**config.mk**
```make
export PLATFORM = sky130hd
export DESIGN_NAME = uart_rx_mmio
export DESIGN_NICKNAME = d
export VERILOG_FILES = /design/src/rtl/uart_rx_mmio.sv
export SDC_FILE = /design/constraint.sdc
export NUM_CORES = 1
export LEC_CHECK = 0
export BUFFER_PORTS_ARGS = -buffer_cell sky130_fd_sc_hd__buf_2
export CORE_MARGIN = 1.5
export CORE_UTILIZATION = 30
export CTS_CLUSTER_DIAMETER = 120
export CTS_CLUSTER_SIZE = 14
export DETAILED_ROUTE_END_ITERATION = 12
export SYNTH_ARGS = -nofsm -noshare
export SYNTH_HDL_FRONTEND = slang
export SYNTH_SLANG_ARGS = --single-unit
export TNS_END_PERCENT = 1
```
**constraint.sdc**
```tcl
create_clock -name clk -period 2.7 [get_ports clk]
set_input_delay 0.135 -clock clk [delete_from_list [all_inputs] [get_ports clk]]
set_output_delay 0.135 -clock clk [all_outputs]
set_load 0.01 [all_outputs]
```
**src/rtl/uart_rx_mmio.sv**
```systemverilog
// uart_rx_mmio: memory-mapped 8N1 UART receiver with an RX FIFO.
// Registers (addr[3:2]): 0 DATA (RO, read pops), 1 STATUS (RO, read clears
// sticky flags), 2 DIV (RW, clock cycles per bit, minimum 4), 3 reserved.
//
// Bus handshake: sel is a single-cycle request with no backpressure. Every
// access sampled with sel = 1 at a rising edge is answered by ack = 1 for
// exactly one cycle after that edge, with rdata valid alongside it. rdata is
// 0 whenever ack is 0 and for write acknowledgements.
module uart_rx_mmio #(
    parameter int DEFAULT_DIV = 868,
    parameter int FIFO_DEPTH  = 8
) (
    input  logic        clk,
    input  logic        rst,
    input  logic        uart_rx_i,
    input  logic        sel,
    input  logic        we,
    input  logic [3:0]  addr,
    input  logic [31:0] wdata,
    output logic [31:0] rdata,
    output logic        ack,
    output logic        irq
);

    localparam int PW = (FIFO_DEPTH > 1) ? $clog2(FIFO_DEPTH) : 1;
    localparam logic [PW:0] FULL_COUNT = (PW + 1)'(FIFO_DEPTH);
    localparam logic [15:0] DIV_RESET = 16'(DEFAULT_DIV);
    localparam logic [15:0] DIV_MIN = 16'd4;

    typedef enum logic [1:0] {
        ST_IDLE  = 2'd0,
        ST_START = 2'd1,
        ST_DATA  = 2'd2,
        ST_STOP  = 2'd3
    } rx_state_t;

    // Receiver state is kept in one named signal so checkers can bind to it.
    rx_state_t state_q, state_n;

    logic [15:0] cnt_q, cnt_n;
    logic [15:0] bit_div_q, bit_div_n;
    logic [2:0]  bit_idx_q, bit_idx_n;
    logic [7:0]  shift_q, shift_n;
    logic        push_req;
    logic        ferr_set;

    logic        rx_s1, rx_s2, rx_prev;
    logic        rx_fall;

    logic [15:0] div_q;
    logic        overrun_q, frame_err_q;

    logic [7:0]  mem [FIFO_DEPTH];
    logic [PW-1:0] wr_ptr, rd_ptr;
    logic [PW:0] count_q, count_n;
    logic        fifo_full, fifo_empty;
    logic        do_push, do_pop;
    logic        overrun_set;

    logic        rd_access, wr_access;
    logic        status_clr;
    logic [31:0] read_val;
    logic [3:0]  count4;

    logic        unused_bits;
    assign unused_bits = ^{wdata[31:16], addr[1:0]};

    // Two-flop synchroniser plus one history flop for falling-edge detection.
    always_ff @(posedge clk or posedge rst) begin
        if (rst) begin
            rx_s1   <= 1'b1;
            rx_s2   <= 1'b1;
            rx_prev <= 1'b1;
        end else begin
            rx_s1   <= uart_rx_i;
            rx_s2   <= rx_s1;
            rx_prev <= rx_s2;
        end
    end

    assign rx_fall = rx_prev & ~rx_s2;

    // Receiver FSM state and datapath registers.
    always_ff @(posedge clk or posedge rst) begin
        if (rst) begin
            state_q   <= ST_IDLE;
            cnt_q     <= '0;
            bit_div_q <= DIV_RESET;
            bit_idx_q <= '0;
            shift_q   <= '0;
        end else begin
            state_q   <= state_n;
            cnt_q     <= cnt_n;
            bit_div_q <= bit_div_n;
            bit_idx_q <= bit_idx_n;
            shift_q   <= shift_n;
        end
    end

    // Receiver next-state logic: half-bit wait to mid start bit, then
    // one full bit period between each data/stop sample.
    always_comb begin
        state_n   = state_q;
        cnt_n     = cnt_q;
        bit_div_n = bit_div_q;
        bit_idx_n = bit_idx_q;
        shift_n   = shift_q;
        push_req  = 1'b0;
        ferr_set  = 1'b0;
        case (state_q)
            ST_IDLE: begin
                if (rx_fall) begin
                    // Divisor is frozen per frame; DIV writes apply at the next start bit.
                    bit_div_n = div_q;
                    cnt_n     = {1'b0, div_q[15:1]} - 16'd1;
                    state_n   = ST_START;
                end
            end
            ST_START: begin
                if (cnt_q == 16'd0) begin
                    if (!rx_s2) begin
                        cnt_n     = bit_div_q - 16'd1;
                        bit_idx_n = 3'd0;
                        state_n   = ST_DATA;
                    end else begin
                        // Line was high again at mid start bit: treat as a glitch.
                        state_n = ST_IDLE;
                    end
                end else begin
                    cnt_n = cnt_q - 16'd1;
                end
            end
            ST_DATA: begin
                if (cnt_q == 16'd0) begin
                    shift_n = {rx_s2, shift_q[7:1]};
                    cnt_n   = bit_div_q - 16'd1;
                    if (bit_idx_q == 3'd7) begin
                        state_n = ST_STOP;
                    end else begin
                        bit_idx_n = bit_idx_q + 3'd1;
                    end
                end else begin
                    cnt_n = cnt_q - 16'd1;
                end
            end
            ST_STOP: begin
                if (cnt_q == 16'd0) begin
                    if (rx_s2) begin
                        push_req = 1'b1;
                    end else begin
                        ferr_set = 1'b1;
                    end
                    // Back to IDLE; a held-low line needs a fresh falling edge.
                    state_n = ST_IDLE;
                end else begin
                    cnt_n = cnt_q - 16'd1;
                end
            end
            default: begin
                state_n = ST_IDLE;
            end
        endcase
    end

    assign rd_access  = sel & ~we;
    assign wr_access  = sel & we;
    assign fifo_full  = (count_q == FULL_COUNT);
    assign fifo_empty = (count_q == '0);
    assign do_pop     = rd_access & (addr[3:2] == 2'b00) & ~fifo_empty;
    // A pop in the same cycle frees the slot, so a full FIFO can still accept.
    assign do_push    = push_req & (~fifo_full | do_pop);
    assign overrun_set = push_req & fifo_full & ~do_pop;
    assign status_clr = rd_access & (addr[3:2] == 2'b01);

    // Next occupancy count from simultaneous push and pop.
    always_comb begin
        count_n = count_q;
        if (do_push && !do_pop) begin
            count_n = count_q + 1'b1;
        end else if (!do_push && do_pop) begin
            count_n = count_q - 1'b1;
        end
    end

    // FIFO storage; no reset needed since count gates every read.
    always_ff @(posedge clk) begin
        if (do_push) begin
            mem[wr_ptr] <= shift_q;
        end
    end

    // FIFO pointers, count and interrupt; pointers wrap naturally at FIFO_DEPTH.
    always_ff @(posedge clk or posedge rst) begin
        if (rst) begin
            wr_ptr  <= '0;
            rd_ptr  <= '0;
            count_q <= '0;
            irq     <= 1'b0;
        end else begin
            if (do_push) begin
                wr_ptr <= wr_ptr + 1'b1;
            end
            if (do_pop) begin
                rd_ptr <= rd_ptr + 1'b1;
            end
            count_q <= count_n;
            irq     <= (count_n != '0);
        end
    end

    // Sticky error flags: a set from the receiver wins over a STATUS read clear.
    always_ff @(posedge clk or posedge rst) begin
        if (rst) begin
            overrun_q   <= 1'b0;
            frame_err_q <= 1'b0;
        end else begin
            overrun_q   <= (overrun_q & ~status_clr) | overrun_set;
            frame_err_q <= (frame_err_q & ~status_clr) | ferr_set;
        end
    end

    // Divisor register with a floor of 4 so the half-bit count stays positive.
    always_ff @(posedge clk or posedge rst) begin
        if (rst) begin
            div_q <= DIV_RESET;
        end else if (wr_access && addr[3:2] == 2'b10) begin
            div_q <= (wdata[15:0] < DIV_MIN) ? DIV_MIN : wdata[15:0];
        end
    end

    assign count4 = 4'(count_q);

    // Read data mux for the addressed register.
    always_comb begin
        read_val = '0;
        case (addr[3:2])
            2'b00: read_val = fifo_empty ? 32'd0 : {24'd0, mem[rd_ptr]};
            2'b01: read_val = {24'd0, count4, frame_err_q, ~fifo_empty, overrun_q, 1'b0};
            2'b10: read_val = {16'd0, div_q};
            default: read_val = '0;
        endcase
    end

    // Bus response: one-cycle ack, rdata only carries read results.
    always_ff @(posedge clk or posedge rst) begin
        if (rst) begin
            ack   <= 1'b0;
            rdata <= '0;
        end else begin
            ack   <= sel;
            rdata <= rd_access ? read_val : 32'd0;
        end
    end

endmodule

```
==> results of run 1 <==
==> synth_stat cells (all sizes together), types with 3 or more instances <==
master and number:
a211oi 5, a21o 3, a21oi 20, a222oi 6
a22o 5, a22oi 4, a31o 3, a31oi 6
and3 9, buf 30, clkbuf 14, dfrtp 81
dfstp 13, edfxtp 64, ha 16, inv 20
mux2 35, mux4 16, nand2 64, nand2b 5
nand3 17, nand3b 3, nand4 5, nor2 30
nor2b 4, nor3 23, nor3b 6, nor4 15
nor4b 5, o211ai 7, o21ai 26, o31ai 8
or2 4, or3 3, or4 7, xnor2 23
xor2 9
==> critical path, delay by kind of cell, from the launching register on <==
kind                       cells  cell delay, ns
adders and majority gates      1            0.16
buffers and inverters          3            0.49
and+or+nand+nor                4            1.21
DFF                            1            0.41
==> report_power, final <==
part	switching (mW)	internal, mW
sequential	0.511	2.91
combinational	1.67	1.45
clock	1.04	1.40
==> how the worst max path moves through the flow <==
stage	to	slack [ns]	depth (start not counted)
final	mem[3][4]$_DFFE_PP_	0.13	8
after global routing	mem[3][0]$_DFFE_PP_	0.02	8
after CTS	mem[3][7]$_DFFE_PP_	0.1	8
after detailed placement	mem[3][7]$_DFFE_PP_	0.1	8
after global placement	mem[3][0]$_DFFE_PP_	0.11	8
after floorplan	mem[2][0]$_DFFE_PP_	-0.05	7
==> sequential cells by signal, indices dropped and copies added, names as in the netlist, 4 cells and up, named ones only <==
signal     count
cnt_q         16
bit_div_q     16
div_q         16
mem           64
count4         4
shift_q        8
rdata         16
==> layout by cell type (no fill, tap or decap), types with 20 or more instances in the layout <==
| master | instances |
|---|---|
| dfrtp_1 | 81 |
| nand2_1 | 64 |
| edfxtp_1 | 64 |
| buf_4 | 42 |
| buf_2 | 40 |
| mux2_2 | 35 |
| nor2_1 | 30 |
| o21ai_0 | 25 |
| xnor2_1 | 23 |
| nor3_1 | 22 |
| a21oi_1 | 20 |
==> per-layer routing <==
metal | wire length, µm | part of all wire
met1 | 9260 | 0.50
met4 | 284 | 0.015
met5 | 0 | 0
met2 | 8400 | 0.45
met3 | 549 | 0.030
==> stage by stage <==
step | hold slack, ns | setup slack, ns
floorplan | 0.139 | -0.0537
global placement | 0.242 | 0.107
detailed placement | 0.241 | 0.0998
CTS | 0.110 | 0.0984
global route | 0.161 | 0.0190
finish | 0.137 | 0.128
==> cells by family after synthesis <==
logic type	after synthesis	synth area share
AND/OR/NAND/NOR	206	0.148
flip-flops	158	0.549
AO/OA/AOI/OAI	115	0.103
buffers and inverters	65	0.0421
multiplexers	51	0.0965
XOR/XNOR	32	0.0358
adder cells (fa/ha/maj)	16	0.0256
other	1	0.000479
==> final cells by class <==
| class | count | area (µm²) |
|---|---|---|
| clock buffers | 18 | 429 |
| clock inverters | 14 | 176 |
| fillers | 2517 | 16000 |
| inverters | 21 | 81.3 |
| multi-input cells | 436 | 3260 |
| flip-flops and latches | 158 | 4290 |
| well taps | 330 | 413 |
| repair buffers | 102 | 726 |
==> repair_timing <==
| action | in CTS | in global routing |
|---|---|---|
| endpoints found under the hold margin | 54 | 0 |
| resized for setup | 0 | 0 |
| hold buffers | 19 | 0 |
==> results.sh, run 1 <==
export IMPL_power_density_mw_per_mm2=958
export IMPL_fmax_ghz=0.389
export IMPL_drive_above_1_share=0.266
export IMPL_min_path_type="in2reg"
export IMPL_viasPerCell=4.97
export IMPL_grt_overflow_total=0
export IMPL_cts_max_level=4
export IMPL_synth_edff_count=64
export IMPL_die_w_um=164
export IMPL_r2r_end="mem[3][4]$_DFFE_PP_"
export IMPL_synthFlopType="dfrtp_1"
export IMPL_placed_cells=1028
export IMPL_groute_usage_overall=0.143
export IMPL_total_power_mw=8.98
export IMPL_post_route_util=0.369
export IMPL_synthCells=644
export IMPL_fin_crit_ns=2.57
export IMPL_ys_seq_elements=158
export IMPL_wl_mm=18.5
export IMPL_nets=793
export IMPL_grt_pass1_vias=5184
export IMPL_crit_chain="inv_1 -> ha_1 -> nor4b_4 -> nand4_2 -> or4_1 -> buf_4 -> nor3_1 -> buf_4"
export IMPL_cts_max_path_buffers=2
export IMPL_fin_area_mm2=0.00938
export IMPL_ir_drop_uv=543
export IMPL_worstPathRequired_ns=2.85
export IMPL_grt_pass1_wl_mm=29.3
export IMPL_met2_usage=0.212
export IMPL_arrival_ns=2.72
export IMPL_remaining_drc_errors=0
export IMPL_dieArea_mm2=0.0270
export IMPL_finalNonFillerCells=1079
export IMPL_yosysTopAreaCellShare=0.259
export IMPL_critPathLaunchType="register"
export IMPL_hp_start="addr[2]"
export IMPL_timing_rr_start="cnt_q[0]$_DFFE_PP0P_"
export IMPL_status="completed"
export IMPL_cp_slowest_cell="or4_1"
export IMPL_syn_cell_area_mm2=0.00782
export IMPL_hold_path_end="frame_err_q$_DFF_PP0_"
export IMPL_use_met1=0.209
export IMPL_tns_ns=0
export IMPL_gp_congestion=0.829
export IMPL_synth_seq_area_share=0.549
export IMPL_ys_top_cells_by_area="dfrtp_1 26%, edfxtp_1 25%, mux2_2 5.0%"
export IMPL_cts_reportedPaths_clkPinSlew_ns=0.07
export IMPL_insertion_delay_ns=0.43
export IMPL_ctsRootBufferMaster="clkbuf_16"
export IMPL_crit_start="cnt_q[0]$_DFFE_PP0P_"
export IMPL_dpl_cell_area_mm2=0.00858
export IMPL_skew_ns=0.00832
export IMPL_cp_end_kind="register"
export IMPL_ys_types=72
export IMPL_max_slew_worst_pin_slew_ns=0.793
export IMPL_post_cts_buffers=0
export IMPL_setup_viol=0
export IMPL_fin_crit_sh=0.953
export IMPL_slew_viol_final=0
export IMPL_hold_depth=4
export IMPL_start_util=0.308
export IMPL_ys_async_sr_fraction=0.595
export IMPL_cp_max_fo=7
export IMPL_relSlewSlack=0.468
export IMPL_firstDrtPassIters=6
export IMPL_synth_top_cell_by_area="dfrtp_1"
export IMPL_yosys_warnings=0
export IMPL_syn2layout_area_growth_pct=19.9
export IMPL_finalHoldViolCount=0
export IMPL_p_leak_nw=3.73
export IMPL_io_buffers=40
export IMPL_drtIter0Drc=343
export IMPL_rsz0062_at_grt="no"
export IMPL_crit_path_frequent_cell="buf_4"
export IMPL_worstSetupPathType="reg2reg"
export IMPL_syn_avg_cell_area_um2=12.1
export IMPL_grt_start_max_net_pins=50
export IMPL_r2r_setup_slack_ns=0.13
export IMPL_vias=5366
export IMPL_floorplan_die_height_um=164
export IMPL_io_pins=75
export IMPL_cts_tree="built"
export IMPL_dp_hpwl_mm=13.4
export IMPL_ff2ff_path_depth=8
export IMPL_max_cap_violations=0
export IMPL_top_usage_layer="met2"
export IMPL_coreArea_mm2=0.0254
export IMPL_cts_buffers=17
export IMPL_antenna_cells=0
export IMPL_use_met3=0.0234
export IMPL_ant_nets=0
export IMPL_post_drt_wl_per_cell_um=17.1
export IMPL_row_count=58
export IMPL_antenna_found_initial=0
export IMPL_slowest_delay_ns=0.57
export IMPL_clkSinkCount=158
(Power assumes the default switching activity.)
==> inputs of run 2 (changes only) <==
CORE_UTILIZATION = 50   (was 30)
PLACE_DENSITY = 0.72   (was not set)
==> results.sh, run 2 (synthesized netlist as in run 1, its figures left out) <==
export IMPL_status="completed"
export IMPL_ant_nets=0
export IMPL_min_path_type="in2reg"
export IMPL_dp_slack_ns=0.119
export IMPL_clkSinkCount=158
export IMPL_fmax_ghz=0.394
export IMPL_slew_viol_final=0
export IMPL_worstSetupPathType="reg2reg"
export IMPL_relSlewSlack=0.521
export IMPL_rsz0062_at_grt="no"
export IMPL_post_route_util=0.603
export IMPL_row_count=45
export IMPL_cp_max_fo=8
export IMPL_largest_reg_flops=64
export IMPL_worstPathRequired_ns=2.99
export IMPL_syn2layout_area_growth_pct=17.7
export IMPL_floorplan_die_height_um=128
export IMPL_cts_max_path_buffers=2
export IMPL_cp_end_kind="register"
export IMPL_finalHoldViolCount=0
export IMPL_io_pins=75
export IMPL_antenna_found_initial=0
export IMPL_timing_rr_start="count4[1]$_DFF_PP0_"
export IMPL_ctsRootBufferMaster="clkbuf_16"
export IMPL_regMostFlops="mem"
export IMPL_power_density_mw_per_mm2=962
export IMPL_post_cts_buffers=0
export IMPL_die_w_um=128
export IMPL_p_leak_nw=3.72
export IMPL_start_util=0.513
export IMPL_fin_crit_sh=0.941
export IMPL_groute_usage_overall=0.237
export IMPL_setup_ws_ns=0.160
export IMPL_drtIter0Drc=431
export IMPL_hp_start="addr[3]"
export IMPL_setup_viol=0
export IMPL_drive_above_1_share=0.266
export IMPL_grt_pass1_wl_mm=29.3
export IMPL_ir_drop_uv=552
export IMPL_max_cap_violations=0
export IMPL_crit_start="count4[1]$_DFF_PP0_"
export IMPL_critPathLaunchType="register"
export IMPL_wl_mm=18.2
export IMPL_dieArea_mm2=0.0164
export IMPL_gp_congestion=0.876
export IMPL_cts_max_level=4
export IMPL_post_drt_wl_per_cell_um=18.9
export IMPL_io_buffers=40
export IMPL_nets=793
export IMPL_num_fill_cells=1195
export IMPL_coreArea_mm2=0.0153
export IMPL_layout_common_cells="81 x dfrtp_1, 64 x nand2_1, 64 x edfxtp_1"
export IMPL_firstDrtPassIters=7
export IMPL_skew_ns=0.0121
export IMPL_antenna_cells=0
export IMPL_layout_commonest_cell="dfrtp_1"
export IMPL_grt_pass1_vias=5448
export IMPL_cts_reportedPaths_clkPinSlew_ns=0.06
export IMPL_viasPerCell=5.83
export IMPL_max_slew_worst_pin_slew_ns=0.716
export IMPL_vias=5600
export IMPL_grt_overflow_total=0
export IMPL_grt_start_max_net_pins=95
export IMPL_fin_crit_ns=2.54
export IMPL_insertion_delay_ns=0.43
export IMPL_dp_hpwl_mm=12.7
export IMPL_arrival_ns=2.83
export IMPL_remaining_drc_errors=0
export IMPL_cts_tree="built"
export IMPL_cts_buffers=17
[run 2: area by class of cell]
| cell class | instances | area [µm²] | share of cell area |
|---|---|---|---|
| clock buffers | 18 | 429 | 0.0466 |
| flip-flops and latches | 158 | 4290 | 0.466 |
| inverters | 21 | 80.1 | 0.00870 |
| clock inverters | 14 | 149 | 0.0162 |
| multi-input cells | 436 | 3270 | 0.355 |
| well taps | 211 | 264 | 0.0287 |
| repair buffers | 102 | 726 | 0.0788 |
[run 2: critical path, stage by stage (launching register included)]
cell	delay [ns]
dfrtp_1	0.39
inv_1	0.12
ha_1	0.22
or3b_1	0.37
and2_1	0.16
buf_4	0.16
nor3_1	0.24
nor2_1	0.09
xnor2_1	0.14
or4_1	0.51
[run 2: metrics by stage]
stage / hold slack [ns] / cells / power (mW) / TNS [ns] / area [µm²]
after floorplan: 0.139 / 659 / 5.61 / -2.12 / 7880
after global routing: 0.173 / 960 / 9.35 / 0 / 9210
after detailed placement: 0.248 / 909 / 6.47 / 0 / 8430
after global placement: 0.255 / 909 / 6.33 / 0 / 8430
final: 0.158 / 960 / 8.86 / 0 / 9210
after CTS: 0.124 / 960 / 8.86 / 0 / 9200
[run 2: path summary, 6_finish.rpt]
kind	cells past startpoint	end	slack (ns)
worst max-delay path	9	irq$_DFF_PP0_	0.16
worst min-delay path	4	rdata[2]$_DFF_PP0_	0.16
worst max register to register	9	irq$_DFF_PP0_	0.16
worst min register to register	0	rx_s2$_DFF_PP1_	0.36
max in group asynchronous	4	rx_prev$_DFF_PP1_	1.93
min in group asynchronous	4	wr_ptr[0]$_DFFE_PP0P_	0.39
[run 2: repair_timing]
item | 4_1_cts | 5_1_grt
endpoints found under the setup margin | 0 | 9
endpoints found under the hold margin | 99 | 0
hold buffers | 19 | 0
gates resized for setup | 0 | 1
[run 2: layer usage]
| layer | GRT usage | vias to the layer above | wire [µm] |
|---|---|---|---|
| li1 | - | 2562 | - |
| met1 | 0.343 | 2797 | 8010 |
| met2 | 0.365 | 221 | 8670 |
| met3 | 0.0430 | 20 | 1240 |
| met4 | 0.0767 | 0 | 238 |
| met5 | 0 | - | 0 |
[run 2: power breakdown]
part / switching [mW] / leakage, nW / internal [mW]
clock network: 1.03 / 0.278 / 1.30
logic: 1.66 / 1.70 / 1.43
registers: 0.535 / 1.74 / 2.91
total: 3.22 / 3.72 / 5.64
